--- config.mk ---
export PLATFORM = sky130hd
export DESIGN_NAME = avmm_export_bridge_mc
export DESIGN_NICKNAME = d
export VERILOG_FILES = /design/src/rtl/avmm_bridge_pkg.sv /design/src/rtl/avmm_timeout_timer.sv /design/src/rtl/avmm_export_bridge_mc.sv
export SDC_FILE = /design/constraint.sdc
export NUM_CORES = 1
export LEC_CHECK = 0
export ABC_AREA = 1
export CAP_MARGIN = 0
export CORE_ASPECT_RATIO = 0.8
export CORE_UTILIZATION = 39
export CTS_BUF_LIST = sky130_fd_sc_hd__clkbuf_2 sky130_fd_sc_hd__clkbuf_4 sky130_fd_sc_hd__clkbuf_8
export DETAILED_ROUTE_END_ITERATION = 10
export PLACE_DENSITY = 0.87
export SKIP_LAST_GASP = 1
export SYNTH_ARGS = -nofsm -noshare
export SYNTH_HDL_FRONTEND = slang
export SYNTH_SLANG_ARGS = --single-unit
--- constraint.sdc ---
create_clock -name clk_clk -period 1.7 [get_ports clk_clk]
set_input_delay 0.17 -clock clk_clk [delete_from_list [all_inputs] [get_ports clk_clk]]
set_output_delay 0.17 -clock clk_clk [all_outputs]
set_load 0.02 [all_outputs]
--- src/rtl/avmm_bridge_pkg.sv ---
// Shared types and constants for the multi-channel Avalon-MM export bridge.
package avmm_bridge_pkg;

  localparam int unsigned ERR_COUNT_W = 16;

  typedef enum logic [1:0] {
    IDLE  = 2'd0,
    ISSUE = 2'd1,
    RESP  = 2'd2
  } state_t;

  typedef enum logic [1:0] {
    ERR_NONE    = 2'd0,
    ERR_DECODE  = 2'd1,
    ERR_TIMEOUT = 2'd2
  } err_t;

endpackage

--- src/rtl/avmm_timeout_timer.sv ---
// Per-access cycle counter; expire_o is high during the TIMEOUT-th cycle of an access.
module avmm_timeout_timer #(
  parameter int unsigned TIMEOUT = 255
) (
  input  logic clk,
  input  logic rst_n,
  input  logic clear_i,
  input  logic enable_i,
  output logic expire_o
);

  localparam int unsigned CNT_W = 16;

  logic [CNT_W-1:0] cnt_q;
  logic             expire_q;

  // Count cycles while enabled; expire flag is precomputed so it lines up with the count.
  always_ff @(posedge clk) begin
    if (!rst_n) begin
      cnt_q    <= '0;
      expire_q <= 1'b0;
    end else if (clear_i) begin
      cnt_q    <= '0;
      expire_q <= (TIMEOUT == 1);
    end else if (enable_i) begin
      cnt_q    <= cnt_q + CNT_W'(1);
      expire_q <= ((cnt_q + CNT_W'(1)) == CNT_W'(TIMEOUT - 1));
    end
  end

  assign expire_o = expire_q;

endmodule

--- src/rtl/avmm_export_bridge_mc.sv ---
// HPS export slave to NUM_CH fabric register channels, with timeout and error accounting.
module avmm_export_bridge_mc
  import avmm_bridge_pkg::*;
#(
  parameter int unsigned ADDR_W   = 8,
  parameter int unsigned DATA_W   = 32,
  parameter int unsigned NUM_CH   = 4,
  parameter int unsigned TIMEOUT  = 255,
  parameter logic [DATA_W-1:0] ERR_DATA = DATA_W'(32'hDEAD_BEEF)
) (
  input  logic                         clk_clk,
  input  logic                         reset_reset_n,
  input  logic [ADDR_W-1:0]            avs_address,
  input  logic                         avs_read,
  input  logic                         avs_write,
  input  logic [DATA_W-1:0]            avs_writedata,
  input  logic [DATA_W/8-1:0]          avs_byteenable,
  output logic [DATA_W-1:0]            avs_readdata,
  output logic                         avs_waitrequest,
  output logic [ADDR_W-((NUM_CH > 1) ? $clog2(NUM_CH) : 1)-1:0] avm_address,
  output logic [DATA_W-1:0]            avm_writedata,
  output logic [DATA_W/8-1:0]          avm_byteenable,
  output logic [NUM_CH-1:0]            avm_read,
  output logic [NUM_CH-1:0]            avm_write,
  input  logic [NUM_CH*DATA_W-1:0]     avm_readdata,
  input  logic [NUM_CH-1:0]            avm_waitrequest,
  input  logic                         err_clear,
  output logic                         err_sticky,
  output logic [ERR_COUNT_W-1:0]       err_count,
  output logic                         busy
);

  localparam int unsigned CH_W = (NUM_CH > 1) ? $clog2(NUM_CH) : 1;
  localparam int unsigned AO_W = ADDR_W - CH_W;
  localparam int unsigned BE_W = DATA_W / 8;

  state_t                 state_q;
  logic                   op_wr_q;
  logic [CH_W-1:0]        ch_q;
  logic [DATA_W-1:0]      avs_readdata_q;
  logic                   avs_waitrequest_q;
  logic [AO_W-1:0]        avm_address_q;
  logic [DATA_W-1:0]      avm_writedata_q;
  logic [BE_W-1:0]        avm_byteenable_q;
  logic [NUM_CH-1:0]      avm_read_q;
  logic [NUM_CH-1:0]      avm_write_q;
  logic                   err_sticky_q;
  logic [ERR_COUNT_W-1:0] err_count_q;
  logic                   busy_q;

  logic [CH_W-1:0]        req_ch_c;
  logic                   req_c;
  logic                   req_ok_c;
  logic [NUM_CH-1:0]      req_onehot_c;
  logic                   sel_wait_c;
  logic [DATA_W-1:0]      sel_rdata_c;
  logic                   tmr_expire;
  err_t                   err_kind_c;

  assign req_ch_c     = avs_address[ADDR_W-1 -: CH_W];
  assign req_c        = avs_read | avs_write;
  assign req_ok_c     = (32'(req_ch_c) < NUM_CH);
  assign req_onehot_c = NUM_CH'(1) << req_ch_c;

  // Select the addressed channel's handshake and read data.
  always_comb begin
    sel_wait_c  = 1'b1;
    sel_rdata_c = '0;
    for (int i = 0; i < NUM_CH; i++) begin
      if (ch_q == CH_W'(i)) begin
        sel_wait_c  = avm_waitrequest[i];
        sel_rdata_c = avm_readdata[i*DATA_W +: DATA_W];
      end
    end
  end

  // Classify an error occurring on this edge; a completing channel beats expiry.
  always_comb begin
    err_kind_c = ERR_NONE;
    if (state_q == IDLE && req_c && !req_ok_c) begin
      err_kind_c = ERR_DECODE;
    end else if (state_q == ISSUE && sel_wait_c && tmr_expire) begin
      err_kind_c = ERR_TIMEOUT;
    end
  end

  avmm_timeout_timer #(
    .TIMEOUT (TIMEOUT)
  ) u_timer (
    .clk      (clk_clk),
    .rst_n    (reset_reset_n),
    .clear_i  (state_q != ISSUE),
    .enable_i (state_q == ISSUE),
    .expire_o (tmr_expire)
  );

  // Transfer FSM with registered upstream response and downstream strobes.
  always_ff @(posedge clk_clk) begin
    if (!reset_reset_n) begin
      state_q           <= IDLE;
      op_wr_q           <= 1'b0;
      ch_q              <= '0;
      avs_readdata_q    <= '0;
      avs_waitrequest_q <= 1'b1;
      avm_address_q     <= '0;
      avm_writedata_q   <= '0;
      avm_byteenable_q  <= '0;
      avm_read_q        <= '0;
      avm_write_q       <= '0;
      busy_q            <= 1'b0;
    end else begin
      case (state_q)
        IDLE: begin
          if (req_c) begin
            op_wr_q          <= avs_write;
            ch_q             <= req_ch_c;
            avm_address_q    <= avs_address[AO_W-1:0];
            avm_writedata_q  <= avs_writedata;
            avm_byteenable_q <= avs_byteenable;
            busy_q           <= 1'b1;
            if (req_ok_c) begin
              state_q <= ISSUE;
              if (avs_write) avm_write_q <= req_onehot_c;
              else           avm_read_q  <= req_onehot_c;
            end else begin
              state_q           <= RESP;
              avs_waitrequest_q <= 1'b0;
              avs_readdata_q    <= avs_write ? '0 : ERR_DATA;
            end
          end
        end
        ISSUE: begin
          if (!sel_wait_c || err_kind_c == ERR_TIMEOUT) begin
            state_q           <= RESP;
            avm_read_q        <= '0;
            avm_write_q       <= '0;
            avs_waitrequest_q <= 1'b0;
            if (op_wr_q)          avs_readdata_q <= '0;
            else if (!sel_wait_c) avs_readdata_q <= sel_rdata_c;
            else                  avs_readdata_q <= ERR_DATA;
          end
        end
        RESP: begin
          state_q           <= IDLE;
          avs_waitrequest_q <= 1'b1;
          busy_q            <= 1'b0;
        end
        default: begin
          state_q           <= IDLE;
          avs_waitrequest_q <= 1'b1;
          avm_read_q        <= '0;
          avm_write_q       <= '0;
          busy_q            <= 1'b0;
        end
      endcase
    end
  end

  // Sticky flag and saturating counter; a clear drops an error on the same edge.
  always_ff @(posedge clk_clk) begin
    if (!reset_reset_n) begin
      err_sticky_q <= 1'b0;
      err_count_q  <= '0;
    end else if (err_clear) begin
      err_sticky_q <= 1'b0;
      err_count_q  <= '0;
    end else if (err_kind_c != ERR_NONE) begin
      err_sticky_q <= 1'b1;
      if (err_count_q != '1) err_count_q <= err_count_q + ERR_COUNT_W'(1);
    end
  end

  assign avs_readdata    = avs_readdata_q;
  assign avs_waitrequest = avs_waitrequest_q;
  assign avm_address     = avm_address_q;
  assign avm_writedata   = avm_writedata_q;
  assign avm_byteenable  = avm_byteenable_q;
  assign avm_read        = avm_read_q;
  assign avm_write       = avm_write_q;
  assign err_sticky      = err_sticky_q;
  assign err_count       = err_count_q;
  assign busy            = busy_q;

endmodule
; Yosys cells after proc, flatten, opt, wreduce, memory -nomap -nowiden
; Index checks and enable logic that the tools add are counted.
[classes]
n_addsub = 2
n_eq_ne = 13
n_shift = 1
mux = 25
n_bitwise = 5
reduce_logical = 17
[op_table]
columns = op, count
row1 = 32-bit two-way mux, 6
row2 = 16-bit by 1-bit adder with 16-bit output (second input constant), 2
row3 = 4-bit case mux with 3 select lines, 2
row4 = 4-bit two-way mux, 5
row5 = 16-bit by 8-bit == test with 1-bit output (second input constant), 1
row6 = 16-bit != test (second input constant), 1
row7 = 2-bit AND reduction, 6
row8 = 2-bit == test (second input constant), 4
row9 = 2-bit != test (second input constant), 4
row10 = 4-bit AND reduction, 2
row11 = 1-bit two-way mux, 6
row12 = 2-bit two-way mux, 3
row13 = 2-bit by 1-bit == test with 1-bit output (second input constant), 2
row14 = 2-bit zero test, 2
row15 = 1-bit inverter, 4
row16 = 1-bit case mux with 2 select lines, 2
row17 = 2-bit case mux with 2 select lines, 1
row18 = 2-bit OR reduction, 2
row19 = 1-bit by 2-bit left shift with 4-bit output (first input constant), 1
row20 = 1-bit logical AND, 2
row21 = 2-bit by 1-bit != test with 1-bit output (second input constant), 1
row22 = 2-bit nonzero test, 1
row23 = 1-bit zero test, 1
row24 = 1-bit logical OR, 1
row25 = 1-bit bitwise OR, 1
[word_totals]
register_bits = 123
inputBits = 181

; Depth between registers and ports, before layout
; Gate-level depths: netlist of run 1.
[logic_depth]
ltp_word = 12
ltp_mapped = 13
mapped_depth_nobuf = 12

; Hierarchy
; Synthesis of run 1 repeated with hierarchy kept, for this count alone.
[unflattened]
hier_cells = 982
hier_area_um2 = 6358.6
[modules_own_cells]
columns = mod, n_inst, cells_each, area_each_um2, seq_area_each_um2
row1 = avmm_export_bridge_mc, 1, 806, 5280.1, 2122.0
row2 = avmm_timeout_timer, 1, 176, 1078.5, 340.3

; Worst setup path before layout of run 1
; OpenSTA, ideal clock, no wires.
[synth_path]
path_type = register -> register
startpoint = register err_count_q[0], in the netlist err_count[0]
endpoint = register err_count_q[10], in the netlist err_count[10]
setup_time_ns = 0.070
arrival_ns = 1.788
setup_slack_ns = -0.159
stages_incl_launch_ff = 11
path_buffers = 1
cell_sequence = dfxtp_1 > ha_1 > nand3_1 > nor2_2 > nand4_1 > nor2_2 > nor2_8 > inv_4 > buf_6 > nand2_1 > a21oi_1
[synth_via]
elab_chain_cells = 2
[synth_rtl]
columns = element, line
row1 = from (decl), avmm_export_bridge_mc.sv:48  ; logic [ERR_COUNT_W-1:0] err_count_q;
row2 = from (signal assigned), avmm_export_bridge_mc.sv:169  ; if (err_count_q != '1) err_count_q <= err_count_q + ERR_COUNT_W'(1);
row3 = "parallel branches: the longest is 2 deep, another holds 16-bit by 1-bit adder with 16-bit output", --
; Several ways; the timed one is not identified.
; A chain may end at the register's enable or synchronous reset.

; Worst setup path in the final report of run 1
[layout_path]
startpoint = register err_count_q[15], in the netlist err_count[15]
endpoint = output port err_count[15]
[layout_rtl]
columns = element, line
row1 = to (decl), avmm_export_bridge_mc.sv:29  ; output logic [ERR_COUNT_W-1:0] err_count,
; No word-level cell between the ends.

==> run metrics, run 1 <==
run status completed; Seq cells post-synth 123; Top FF cell, synth dfxtp_1; setup repair after global routing missed its margin true; detail-routed net length per standard cell about 14 um; register share of total power 40.2%; area of all sequential standard cells roughly 2500 sq um; first-pass detailed-route iteration total 5; number of fill cells around 1300; # H-tree levels 4; worst-path maximum fanout 3; area of the die between 15000 and 20000 sq um; Min Hold Slack about 160 ps; Worst Hold Class in2reg; leading area contributor after synthesis dfxtp_1; net count after synthesis about 1100; total number of yosys warnings 0; average cell area after synthesis slightly below 7 sq um; Tightest Pin Transition between 700 and 800 ps; required time worst endpoint 1530 ps; nature of the critical path endpoint output pin; global-route wire length before repair around 33000 um; final setup fails 0; register clock-pin slew on the reported worst setup and hold paths around 70 ps; power share of the clock group 27.3%; die boundary height ~110 um; Arrival @ worst endpoint 1470 ps; vias per cell roughly 5; relative slew slack between 40 and 50%; unique cell type count in the Yosys netlist 33; RD Place Congestion between 0.8 and 0.9; antenna violations before repair 0; Worst Hold Path EP u_timer.cnt_q[2]; worst reg2reg path endpoint u_timer.cnt_q[15]; cell internal pwr 5390 uW; later-pin clock latency in the skew report around 430 ps; highest achievable clock rate roughly 610 MHz; PortBufs 281; DRT iter0 DRCs ~500; Synth top area share between 40% and 50%; final design utilization 65.2%; total via count after detailed routing 7034; post-synth design cell area roughly 6000 sq um; number of synthesized flops with an enable pin 0; share of the yosys chip area belonging to registers 40.9%; cell row count 40; logic depth of the worst register-to-register path 7; Slowest-stage cell, CP clkdlybuf4s50_1; critical path startpoint category flip-flop; Inst Count DP 1371; category of the most critical setup path reg2out; crit path time final 1640 ps; cell types with the highest counts after synthesis nand2_1, nor2_1, dfxtp_1, o21ai_0, inv_1; Antenna Violating Nets Remaining 0; TritonCTS sink count approximately 120; fraction of power consumed by combinational cells ~33%; Net count, final between 1000 and 1500; delay of the slowest cell on the worst path about 640 ps; power per standard cell area about 830 nW/um^2; final routed DRC violation total 0; layout-stage area growth over the synthesis result 62.8%; fin. max-slew vios 0; layout cell share with drive strength beyond 1 10.9%; non-filler instance count after layout 1405; number of hold violations in the final report 0; worst reg-to-reg setup slack 70 ps; number of clock buffers inserted by TritonCTS 17; TritonCTS clock tree built; global-route usage over all layers roughly a quarter; IO Pins roughly 280; Diodes inserted 0; detailed-route wire length approximately 20000 um; Total Neg Setup Slack 0 ps; core region area around 15000 sq um; die boundary width roughly 140 um; startpoint of the tightest hold check path reset_reset_n; final clock period utilization by the worst path about 96%; asr flop ratio synth 0%; worst setup skew after layout around 17 ps; switching portion of total power between 30% and 40%; number of global-route vias before repair about 6800; worst-case clock buffer depth 2; number of stages on the worst hold path 5; most repeated cell in the gate-level netlist after synthesis nand2_1; leakage power figure 0.00422 uW; cell family with the largest share of critical-path delay buffers and inverters; cells taking the most area after synthesis dfxtp_1, nand2_1, nor2_1; cells along the critical path clkdlybuf4s50_1; overflow left after global routing 0; WP buf/inv 1; starting density of the core 40.0%; clock tree root driver cell clkbuf_8; pin count of the biggest net entering global routing 76; DPL Wire Length around 15000 um; switching power total 2780 uW; VDD IR max about 500 uV; Maximum Capacitance Violations 0; multi-input logic area just over 3000 sq um; startpoint of the lowest-slack register-to-register path u_timer.cnt_q[4]; Cells after Synth 894
-- power groups by stage --
stage	Clock (uW)	Sequential [uW]	Combinational, uW
after floorplan	0	3620	976
final	2230	3280	2660
after detailed placement	0	3340	2610
after CTS	2290	3280	2620
after global routing	2420	3310	2890
after global placement	0	3330	2560
-- state kept, by name, indices dropped and copies added, names as in the netlist --
signal,cells
avm_address,6
avm_byteenable,4
avm_read,4
avm_write,4
avm_writedata,32
avs_readdata,32
avs_waitrequest,1
busy,1
ch_q,2
err_count,16
err_sticky,1
op_wr_q,1
state_q,2
u_timer.cnt_q,16
u_timer.expire_o,1
-- routing by layer --
metal | GRT usage [%] | wire length [um]
met2 | 43.5 | 9740
met5 | 0 | 0
met1 | 31.8 | 8850
met4 | 8.62 | 333
met3 | 6.81 | 1370
-- cell usage in the layout, fill, tap and decap left out, types with 17 or more instances in the layout --
cell type	synthesis	routed
dfxtp_1	123	114
a21oi_1	61	61
clkbuf_8	0	17
o21ai_1	20	21
nand4_1	18	18
nand2_1	190	188
nand3_1	47	47
inv_1	62	61
o21ai_0	85	82
buf_4	1	45
nor2_1	163	160
clkdlybuf4s50_1	0	266
-- stage by stage --
step | area [sq um] | total power, uW | worst slack (ps)
after floorplan | 6040 | 4600 | 2.66
after global placement | 9330 | 5900 | -33.0
after detailed placement | 9330 | 5940 | -78.6
after CTS | 9670 | 8190 | 4.74
after global routing | 9790 | 8620 | -36.0
final | 9790 | 8170 | 63.6
-- area by class of cell --
type	count	area share, %
Multi-Input combinational cell	652	31.9
Sequential cell	123	25.3
Clock inverter	15	1.07
Timing Repair Buffer	335	34.0
Inverter	74	2.91
Clock buffer	17	2.39
Tap cell	189	2.42
-- cell families after synthesis --
family / count (synthesis) / synth area share [%]
simple gates: 440 / 30.7
compound gates: 190 / 16.5
flops: 123 / 40.9
buf+inv: 119 / 8.51
xor+xnor: 19 / 2.77
fa+ha+maj: 3 / 0.624
-- worst max path at each step --
| stage | startpoint | end | slack, ps | cells after the start |
|---|---|---|---|---|
| 6_report | err_count[15] | err_count[15] | 60 | 1 |
| 5_1_grt | u_timer.cnt_q[4] | u_timer.expire_o | -40 | 10 |
| 4_1_cts | avs_readdata[31] | avs_readdata[31] | 5 | 1 |
| 3_5_place_dp | avm_waitrequest[0] | avs_readdata[28] | -80 | 10 |
| 3_3_place_gp | avm_waitrequest[0] | avs_readdata[14] | -30 | 10 |
| 2_1_floorplan | err_count[7] | err_count[10] | 3 | 9 |
-- timing repair --
item	4_1_cts	5_1_grt
setup buffers	0	2
setup endpoints to repair	12	49
resized for setup	6	35
pin swaps	0	6
hold buffers	0	0
Power figures use the tool's default switching activity.
==> run 2: changes to the inputs <==
--- a/config.mk
+++ b/config.mk
@@ -8,6 +8,7 @@
 export ABC_AREA = 1
 export CAP_MARGIN = 0
 export CORE_ASPECT_RATIO = 0.8
+export CORE_MARGIN = 5
 export CORE_UTILIZATION = 39
 export CTS_BUF_LIST = sky130_fd_sc_hd__clkbuf_2 sky130_fd_sc_hd__clkbuf_4 sky130_fd_sc_hd__clkbuf_8
 export DETAILED_ROUTE_END_ITERATION = 10
==> run metrics, run 2 (same netlist as run 1, synthesis figures left out) <==
run status completed; Net count, final 1390; global-route wire length before repair between 30000 and 40000 um; hold bufs inserted after CTS 0; RD Place Congestion just over 0.9; number of clock buffers inserted by TritonCTS 17; DPL Wire Length between 15000 and 20000 um; total via count after detailed routing 7127; vias per cell roughly 5.0; PortBufs 281; area of the die 18000 sq um; highest achievable clock rate around 620 MHz; final clock period utilization by the worst path between 90% and 100%; Slowest-stage cell, CP clkdlybuf4s50_1; starting density of the core approximately 40%; nature of the critical path endpoint output pin; pin count of the biggest net entering global routing 45; leakage power figure 0.00426 uW; die boundary height approximately 120 um; register clock-pin slew on the reported worst setup and hold paths 70 ps; fin. max-slew vios 0; final design utilization ~66%; overflow left after global routing 0; detailed-route wire length around 22000 um; Total Neg Setup Slack 0 ps; final setup fails 0; global-route usage over all layers roughly 23%; IO Pins ~280; area of all sequential standard cells roughly 2500 sq um; WP buf/inv 1; category of the most critical setup path reg2out; VDD IR max ~500 uV; final routed DRC violation total 0; worst reg-to-reg setup slack roughly 90 ps; number of fill cells about 1300; Diodes inserted 0; layout cell share with drive strength beyond 1 11.4%; number of global-route vias before repair around 7000; Maximum Capacitance Violations 0; # H-tree levels 4; first-pass detailed-route iteration total 5; Antenna Violating Nets Remaining 0; TritonCTS clock tree built; number of hold violations in the final report 0; relative slew slack 65.9%; DRT iter0 DRCs around 450; core region area between 15000 and 20000 sq um; multi-input logic area about 3100 sq um; cell family with the largest share of critical-path delay buffers and inverters; die boundary width 149 um; power per standard cell area 871 nW/um^2; worst setup skew after layout about 12 ps; antenna violations before repair 0; delay of the slowest cell on the worst path 650 ps; Tightest Pin Transition roughly 510 ps; clock tree root driver cell clkbuf_8; crit path time final approximately 1600 ps; critical path startpoint category flip-flop; detail-routed net length per standard cell approximately 15 um; required time worst endpoint 1530 ps; setup repair after global routing missed its margin true; worst-path maximum fanout 2; Arrival @ worst endpoint 1450 ps; cell row count 40; TritonCTS sink count about 120; Worst Hold Class in2reg; later-pin clock latency in the skew report 420 ps; most used cells in the layout excluding fill and tap cells clkdlybuf4s50_1, nand2_1, nor2_1, dfxtp_1, o21ai_0; worst-case clock buffer depth 2; layout-stage area growth over the synthesis result 64.8%; cells along the critical path clkdlybuf4s50_1; commonest non-fill, non-tap cell in the layout clkdlybuf4s50_1
[run 2: cell types whose count changed in the layout (fill, tap and decap cells not counted), sizes merged]
cell and delta:
dlygate4sd2 -2, bufinv +3, clkdlybuf4s50 +2, clkinv -2, buf +3, clkbuf +3, inv -1, clkinvlp -3
[run 2: area by class of cell]
class	instances	share of cell area [%]
Timing Repair Buffer	338	33.7
Clock inverter	12	1.49
Inverter	74	2.89
Tap cell	210	2.65
Sequential cell	123	25.1
Multi-Input combinational cell	652	31.6
Clock buffer	20	2.65
[run 2: metal layers]
metal	vias up	share of wire, %	global-route usage (%)
li1	3531	-	-
met1	3228	40	27.9
met2	329	47	38.9
met3	39	10	7.62
met4	0	2.3	8.29
met5	-	0	0
[run 2: repair_timing]
action | CTS | global route
setup endpoints to repair | 31 | 53
resized for setup | 5 | 37
endpoints found under the hold margin | 0 | 0
pin swaps | 0 | 2
buffers inserted | 0 | 2
[run 2: worst paths after layout]
check	start	endpoint	cells past startpoint
min	reset_reset_n	u_timer.cnt_q[2]	5
max	avs_readdata[29]	avs_readdata[29]	1
max reg2reg	ch_q[0]	err_count[7]	11
min reg2reg	err_sticky	err_sticky	2
[run 2: where the power goes]
group          internal [uW]  switching [uW]  total (uW)  leakage, uW
clock                   1510            1160        2670     0.000209
sequential              3140             150        3290      0.00101
combinational           1260            1410        2670      0.00304
total                   5910            2720        8630      0.00426
[run 2: worst reg2reg max path: cells and delay by family (launching register included)]
kind            cells  cell delay (ps)
compound gates      2              210
buf+inv             3              360
flops               1              380
simple gates        6              580
[run 2: per-stage QoR]
step | hold slack (ps) | worst slack [ps] | total power (uW) | area (sq um) | std cells
6_report | 145 | 77.4 | 8630 | 9910 | 1429
3_5_place_dp | 448 | -78.1 | 5980 | 9370 | 1395
3_3_place_gp | 442 | -22.3 | 5930 | 9370 | 1395
4_1_cts | 144 | 5.77 | 8660 | 9780 | 1427
2_1_floorplan | 305 | 2.66 | 4600 | 6040 | 894
5_1_grt | 167 | -64.2 | 9100 | 9910 | 1429
==> RTL change, RTL diff (config.mk and constraints of run 1) <==
Register the output `err_count` once more, with the module's reset; this adds one clock of latency there. The other outputs are not delayed to match.
--- a/src/rtl/avmm_export_bridge_mc.sv
+++ b/src/rtl/avmm_export_bridge_mc.sv
@@ -178,7 +178,13 @@
   assign avm_read        = avm_read_q;
   assign avm_write       = avm_write_q;
   assign err_sticky      = err_sticky_q;
-  assign err_count       = err_count_q;
+  always_ff @(posedge clk_clk) begin
+    if (!reset_reset_n) begin
+      err_count <= '0;
+    end else begin
+      err_count <= err_count_q;
+    end
+  end
   assign busy            = busy_q;
 
 endmodule
Formal check against the unedited RTL: no difference found for any inputs over 4 cycles, from zero or initial values and one cycle with reset_reset_n low; that may be too few to reach the edited logic, so the function may still have changed.
==> RTL change against run 1 <==
- synthesized area grew 6.8%
- setup slack lost 0.017 ns
- wire length grew 8.1%
- power grew 14%
- cell area grew 4.8%
- sequential power grew 11%
- sequential cell count grew 16
- fmax shrank 1.0%
==> RTL change: results <==
export IMPL_p_leak_nw=4.31
export IMPL_vdd_ir_drop_max_uv=582
export IMPL_cts_buffers=17
export IMPL_cp_slowest_stage_delay_ns=0.43
export IMPL_synthArstFlopShare_pct=0
export IMPL_worstMarginPinSlew_ns=0.477
export IMPL_skew_ns=0.0103
export IMPL_yosysSeqAreaShare_pct=43.3
export IMPL_worstPathArrival_ns=1.98
export IMPL_io_buffers=281
export IMPL_grt_pass1_wl_microns=34600
export IMPL_preCtsSetupSlack_ns=-0.167
export IMPL_layout_nets=1426
export IMPL_post_route_cells_drive_above_1_share_pct=9.49
export IMPL_grt_pass1_vias=6977
export IMPL_synth_cell_types=32
export IMPL_grt_max_degree=86
export IMPL_synth_area_leaders="dfxtp_1 (43%), nand2_1 (13%), nor2_1 (9.1%), o21ai_0 (5.8%), a21oi_1 (5.1%)"
export IMPL_antenna_found_initial=0
export IMPL_gp_congestion=0.953
export IMPL_post_drt_wl_per_cell_microns=14.9
export IMPL_yosys_top_cells_count="nand2_1 (218), nor2_1 (156), dfxtp_1 (139)"
export IMPL_vias_per_cell=4.98
export IMPL_dp_hpwl_microns=16300
export IMPL_path_max_fanout=11
export IMPL_status="complete, no violations"
export IMPL_drt_iter0_drc=469
export IMPL_clockBufferDepth=2
export IMPL_synth_ff_type="dfxtp_1"
export IMPL_slowest_stage="dfxtp_4"
export IMPL_syn_nets=1129
export IMPL_grt_use_total_pct=25.8
export IMPL_clk_insertion_delay_late_ns=0.43
export IMPL_crit_family="simple AND/OR/NAND/NOR gates"
## RTL change: changes by cell type in the layout (fill, tap and decap cells not counted), sizes merged, moves of 12 or more
cell	change
o21ai	-13
dfxtp	+16
inv	+22
nand2	+26
clkdlybuf4s50	+12
## RTL change: layer usage
layer	routed length, microns	share of wire (%)	vias up	global-route usage [%]
met4	397	1.8	0	9.26
li1	-	-	3636	-
met3	1920	8.8	27	8.49
met1	9080	41	3361	28.9
met5	0	0	-	0
met2	10500	48	293	46.4
## RTL change: what timing repair did
| action | CTS | global route |
|---|---|---|
| pin swaps | 0 | 2 |
| resized for setup | 7 | 40 |
| buffers inserted | 0 | 3 |
| cloned | 0 | 1 |
| setup endpoints to repair | 51 | 59 |
## RTL change: final cells by class
type                       count  area [sq um]
sequential                   139          2810
clock inverter                14           209
fill                        1374          5700
multi-input combinational    668          3180
tap                          215           269
inverter                      90           340
timing repair buffer         326          3210
clock buffer                  17           234
## RTL change: final timing paths
check        slack [ns]          endpoint  depth (start not counted)            start
max                0.05   avs_readdata[4]                         10          ch_q[0]
min                0.16  u_timer.cnt_q[2]                          5    reset_reset_n
max reg2reg        0.05   avs_readdata[4]                         10          ch_q[0]
min reg2reg        0.46     err_count[15]                          2  err_count_q[15]
## RTL change: cells by family after synthesis
group	Yosys count	synth area share, %
compound gates	184	15.3
fa+ha+maj	3	0.585
buf+inv	138	8.69
flops	139	43.3
xor+xnor	18	2.45
simple gates	463	29.6
## RTL change: stage by stage
stage	setup TNS, ns	instances	total power [mW]	instance area [sq um]
6_report	0	1469	9.33	10300
2_1_floorplan	0	945	4.95	6420
4_1_cts	-0.0161	1465	9.32	10100
3_3_place_gp	-2.96	1434	6.26	9640
3_5_place_dp	-4.93	1434	6.30	9640
5_1_grt	-0.0917	1469	9.80	10300
## RTL change: where the power goes
group	switching, mW	internal, mW	leakage [nW]
Sequential	0.150	3.50	1.14
Clock	1.39	1.64	0.225
Combinational	1.41	1.25	2.94
Total	2.94	6.39	4.31
## RTL change: worst register-to-register path, stage by stage, from the launching register on
cell and delay [ns]:
dfxtp_4 0.43, nor2_2 0.07, nand2_1 0.08, o21ai_2 0.07
nor2_4 0.15, nand2_4 0.09, o21ai_4 0.17, inv_2 0.10
buf_4 0.19, o21ai_2 0.14, nor2_1 0.06
